$ cat src/rtl/mux_tree_cfg_loader.sv
// Frame loader for a bank of mux_tree_tapbuf routing muxes: collects one select index per mux
// into shadow registers and commits the whole frame to sram/sram_inv in a single cycle.
module mux_tree_cfg_loader #(
   parameter int unsigned NUM_MUX  = 8,
   parameter int unsigned MUX_SIZE = 15,
   parameter int unsigned SEL_BITS = 4
) (
   input  logic                         prog_clk,
   input  logic                         pReset,
   input  logic                         cfg_valid,
   output logic                         cfg_ready,
   input  logic [SEL_BITS-1:0]          cfg_sel,
   input  logic                         cfg_abort,
   output logic                         busy,
   output logic                         done,
   output logic                         err,
   output logic [$clog2(NUM_MUX)-1:0]   err_mux,
   output logic [NUM_MUX*SEL_BITS-1:0]  sram,
   output logic [NUM_MUX*SEL_BITS-1:0]  sram_inv
);

   localparam int unsigned CNT_W = $clog2(NUM_MUX);

   typedef enum logic [1:0] {IDLE, LOAD, COMMIT, ERR} state_t;

   state_t              state, state_n;
   logic [CNT_W-1:0]    cnt, cnt_n;
   logic [SEL_BITS-1:0] shadow [NUM_MUX];
   logic                xfer, legal;
   logic                wr_shadow, clr_shadow, set_err, clr_err, do_commit;

   assign xfer  = cfg_valid && cfg_ready;
   assign legal = cfg_sel < SEL_BITS'(MUX_SIZE);

   always_ff @(posedge prog_clk) begin
      if (pReset) state <= IDLE;
      else        state <= state_n;
   end

   always_comb begin
      state_n    = state;
      cnt_n      = cnt;
      wr_shadow  = 1'b0;
      clr_shadow = 1'b0;
      set_err    = 1'b0;
      clr_err    = 1'b0;
      do_commit  = 1'b0;
      case (state)
         IDLE, LOAD: begin
            // abort outranks a simultaneous entry, which is handshaken but dropped
            if (cfg_abort) begin
               state_n    = IDLE;
               cnt_n      = '0;
               clr_shadow = 1'b1;
            end else if (xfer) begin
               if (!legal) begin
                  state_n    = ERR;
                  cnt_n      = '0;
                  set_err    = 1'b1;
                  clr_shadow = 1'b1;
               end else begin
                  wr_shadow = 1'b1;
                  if (cnt == CNT_W'(NUM_MUX - 1)) begin
                     state_n = COMMIT;
                     cnt_n   = '0;
                  end else begin
                     state_n = LOAD;
                     cnt_n   = cnt + CNT_W'(1);
                  end
               end
            end
         end
         COMMIT: begin
            do_commit = 1'b1;
            state_n   = IDLE;
            cnt_n     = '0;
         end
         ERR: begin
            if (cfg_abort) begin
               state_n = IDLE;
               cnt_n   = '0;
               clr_err = 1'b1;
            end
         end
         default: state_n = IDLE;
      endcase
   end

   always_ff @(posedge prog_clk) begin
      if (pReset) begin
         cnt       <= '0;
         cfg_ready <= 1'b1;
         busy      <= 1'b0;
         done      <= 1'b0;
         err       <= 1'b0;
         err_mux   <= '0;
         sram      <= '0;
         sram_inv  <= '1;
         for (int unsigned m = 0; m < NUM_MUX; m++) shadow[m] <= '0;
      end else begin
         cnt       <= cnt_n;
         cfg_ready <= (state_n == IDLE) || (state_n == LOAD);
         busy      <= (state_n == LOAD) || (state_n == COMMIT);
         done      <= do_commit;
         if (set_err) begin
            err     <= 1'b1;
            err_mux <= cnt;
         end else if (clr_err) begin
            err     <= 1'b0;
         end
         for (int unsigned m = 0; m < NUM_MUX; m++) begin
            if (clr_shadow)
               shadow[m] <= '0;
            else if (wr_shadow && (cnt == CNT_W'(m)))
               shadow[m] <= cfg_sel;
            // sram_inv has its own flop so both buses leave registers directly
            if (do_commit) begin
               sram[m*SEL_BITS +: SEL_BITS]     <= ~shadow[m];
               sram_inv[m*SEL_BITS +: SEL_BITS] <= shadow[m];
            end
         end
      end
   end

endmodule

$ cat config.mk
export PLATFORM = sky130hd
export DESIGN_NAME = mux_tree_cfg_loader
export DESIGN_NICKNAME = d
export VERILOG_FILES = /design/src/rtl/mux_tree_cfg_loader.sv
export SDC_FILE = /design/constraint.sdc
export NUM_CORES = 1
export LEC_CHECK = 0
export CAP_MARGIN = 15
export CORE_UTILIZATION = 52
export CTS_CLUSTER_SIZE = 20
export DETAILED_ROUTE_END_ITERATION = 7
export GPL_TIMING_DRIVEN = 0
export PLACE_DENSITY = 0.8
export RECOVER_POWER = 100
export SLEW_MARGIN = 10
export SYNTH_ARGS = -nofsm -noshare
export SYNTH_HDL_FRONTEND = slang
export SYNTH_SLANG_ARGS = --single-unit
$ cat constraint.sdc
create_clock -name prog_clk -period 1.95 [get_ports prog_clk]
set_input_delay 0.195 -clock prog_clk [delete_from_list [all_inputs] [get_ports prog_clk]]
set_output_delay 0.195 -clock prog_clk [all_outputs]
set_load 0.1 [all_outputs]
==> run_results.csv <==
group,metric,value,unit
synth,synthFlopType,"dfxtp_1",
sta,worstMarginPinSlew,0.974,ns
synth,synth_edf_count,32,
worst_hold_path,hold_class,"in -> reg",
routing,drt_pass1_iterations,4,
sta,rsz0062_at_grt,"true",
synth,ys_top_cells_by_area,"dfxtp_1 (36%), edfxtp_1 (23%), nand2_1 (5.7%), nand2b_1 (4.6%), and2_1 (4.1%)",
floorplan,ios,79,
worst_setup_path,endpoint,"shadow[0][4]$_SDFFCE_PN0P_",
clock_tree,cts_root_buf,"clkbuf_8",
clock_tree,cts_hold_buf,0,
worst_setup_path,cp.required,1.98,ns
power,netSwitchingPower,0.947,mW
grt,grt_use_met2,0.367,
grt,use_met1,0.284,
clock_tree,clk_latency,0.36,ns
synth,ys_ff_latch,108,
power,seqPwrFrac,0.616,
synth,synth_area_per_cell,10.9,µm²
sta,period_share,0.958,
sta,setup_tns,0,ns
worst_setup_path,ff2ff_path_depth,5,
routing,detail-route-antenna-nets,0,
sta,min_period,1.87,ns
synth,syn_area,4250,µm²
grt,grt_max_degree,18,
cells_and_area,num-nets-final,491,
sta,timing_hold_violations_final,0,
worst_setup_path,r2r_slack,0.08,ns
synth,yosys.area.top_type_share,0.358,
worst_setup_path,path_cells,"buf_6, nand4bb_4, nand2b_4, buf_2, o21ai_1",
floorplan,die_y,92.4,µm
place,place.gp.congestion,0.918,
synth,muxShareOfSynthArea,0.00471,
grt,grt_pass1_wl,14500,µm
worst_setup_path,critPathLaunchType,"register",
synth,ys.warnings.count,0,
grt,grtUsageMet3,0.0279,
floorplan,num_rows,32,
worst_setup_path,r2r_start,"state[1]$_SDFF_PP0_",
place,io_buffers,77,
clock_tree,tritoncts,"built",
cells_and_area,diodes,0,
worst_setup_path,critical_path_arrival,1.90,ns
worst_hold_path,holdCritStartpoint,"cfg_abort",
sta,maxSlewViolCount,0,
power,power_frac_comb,0.074,
floorplan,die_w,92.4,µm
worst_setup_path,slowest_stage,"o21ai_1",
routing,routed_wl,8730,µm
sta,max_freq,0.535,GHz
sta,relSlewSlack,0.353,
flow_run,max_cap_viol_count,0,
sta,setup_ws,0.0825,ns
worst_setup_path,end_kind,"register",
clock_tree,clkSinkCount,108,
power,power_density,735,nW/µm²
clock_tree,cts_buffers,9,
worst_setup_path,startpoint,"state[1]$_SDFF_PP0_",
worst_setup_path,rr_endpoint,"shadow[0][4]$_SDFFCE_PN0P_",
worst_hold_path,whs_path_depth,3,
routing,drc,0,
routing,route.vias.total,3028,
clock_tree,h-tree-depth,3,
place,dp_hpwl,6360,µm
sta,finalClockSkew,0.00733,ns
synth,ys_async_sr_fraction,0,
power,swShare,0.246,
power,internal_power,2.90,mW
clock_tree,cts.clk_slew.worst_paths,0.10,ns
floorplan,die-area,8540,µm²
synth,synth_simple_gate_area_share,0.218,
synth,synth_xor_area_frac,0,
synth,yosys.area.top_type,"dfxtp_1",
grt,globalRouteOverflowTotal,0,
worst_setup_path,critPathMaxFanout,10,
synth,synth_cells,389,
place,place_ws,-0.170,ns
sta,timing.hold.ws,0.308,ns
routing,detail_route.wl_per_cell,15.0,µm
synth,synth_cell_types,43,
synth,synth-adder-area-share,0.0177,
synth,synth_top_family_by_area,"simple AND/OR/NAND/NOR gates",
routing,drtIter0Drc,130,
cells_and_area,drive_gt1_frac,0.120,
cells_and_area,final_core_util,0.669,
synth,yosysSeqAreaShare,0.584,
grt,grt_pass1_vias,3026,
power,p_leak,2.17,nW
grt,grt_use_total,0.219,
clock_tree,cts_buffer_depth,2,
floorplan,start_util,0.544,
cells_and_area,areaGrowthSynthToFinish,23.0,%
sta,finalSetupViolations,0,
power,pwr-share-clk,0.310,
synth,syn_nets,403,
grt,antenna_found_initial,0,
grt,grt_busiest_layer,"met2",
worst_setup_path,max_stage_delay,0.36,ns
synth,synth-compound-area-share,0.137,
routing,viasPerCell,5.18,
worst_setup_path,path_class,"reg -> reg",
floorplan,core-area,7810,µm²
status,status,"complete, no violations",
power,peakVddDrop,0.433,mV
worst max-delay path, delay by kind of cell, from the launching register on:
family                 cells  cell delay, ns
flip-flops                 1            0.32
buffers and inverters      2            0.35
AO/OA/AOI/OAI              1            0.36
AND/OR/NAND/NOR            2            0.50
layer usage:
metal  wire, µm  up-vias
met3        376       11
met5          0        -
met1       3990     1449
met4        144        0
met2       4230       67
li1           -     1501
timing repair:
item | in CTS | in global routing
gates resized for setup | 71 | 1
setup endpoints to repair | 71 | 4
setup buffers | 0 | 0
state kept, by name (all words and copies together), names as in the netlist:
signal,flops
busy,1
cfg_ready,1
cnt,3
done,1
err,1
err_mux,3
shadow,32
sram,32
sram_inv,32
state,2
worst min path at each step:
| stage | end | slack, ns |
|---|---|---|
| floorplan | busy$_SDFF_PP0_ | 0.31 |
| global placement | sram_inv[24]$_SDFFE_PP1P_ | 0.43 |
| detailed placement | sram_inv[24]$_SDFFE_PP1P_ | 0.43 |
| CTS | busy$_SDFF_PP0_ | 0.30 |
| global route | busy$_SDFF_PP0_ | 0.34 |
| finish | busy$_SDFF_PP0_ | 0.31 |
power groups by stage:
stage	combinational [mW]	clock (mW)	sequential, mW
floorplan	0.137	0	2.49
global placement	0.285	0	2.42
detailed placement	0.290	0	2.42
CTS	0.284	1.22	2.37
global route	0.303	1.30	2.37
finish	0.284	1.19	2.37
kinds of logic after synthesis:
| logic type | Yosys count |
|---|---|
| AO/OA/AOI/OAI | 88 |
| adder cells (fa/ha/maj) | 6 |
| flip-flops | 108 |
| AND/OR/NAND/NOR | 153 |
| buffers and inverters | 32 |
| multiplexers | 2 |
metrics by stage:
step | power (mW) | instance area [µm²] | instances
detailed placement | 2.71 | 5150 | 568
CTS | 3.87 | 5230 | 584
floorplan | 2.63 | 4250 | 389
global route | 3.97 | 5230 | 584
finish | 3.84 | 5230 | 584
global placement | 2.70 | 5150 | 568
layout make-up:
| type | instances | area (µm²) |
|---|---|---|
| Inverter | 6 | 22.5 |
| Clock inverter | 6 | 37.5 |
| Fill cell | 656 | 2580 |
| Clock buffer | 10 | 128 |
| Sequential cell | 108 | 2480 |
| Multi-Input combinational cell | 249 | 1610 |
| Timing Repair Buffer | 77 | 682 |
| Buffer | 26 | 140 |
| Tap cell | 102 | 128 |
Yosys cell counts (all sizes together) (2+ instances only):
| cell type | number |
|---|---|
| a21oi | 34 |
| nor2b | 4 |
| nand2b | 33 |
| buf | 26 |
| nor3 | 9 |
| and2 | 28 |
| a21o | 11 |
| nand2 | 64 |
| nor4 | 3 |
| o21ai | 14 |
| edfxtp | 32 |
| nor4b | 2 |
| o21a | 21 |
| dfxtp | 76 |
| nor2 | 2 |
| ha | 6 |
| mux2i | 2 |
| inv | 6 |
cells in the final DEF, fill, tap and decap left out, types with 2 or more instances in the layout:
cell	count
o21a_1	21
o21ai_0	3
nor3_4	4
edfxtp_1	32
nor2b_1	4
ha_1	6
nor2_1	2
clkbuf_1	2
nand2b_1	31
nor3_2	5
clkinv_2	4
buf_1	3
inv_6	2
inv_1	6
mux2i_1	2
nand2_1	64
a21o_1	11
clkbuf_8	9
nor4_2	2
clkdlybuf4s50_1	6
buf_6	2
and2_1	28
a21oi_1	34
buf_2	19
dfxtp_1	75
o21ai_1	10
dlygate4sd2_1	71
No activity file was read; power rests on OpenSTA's default activity.
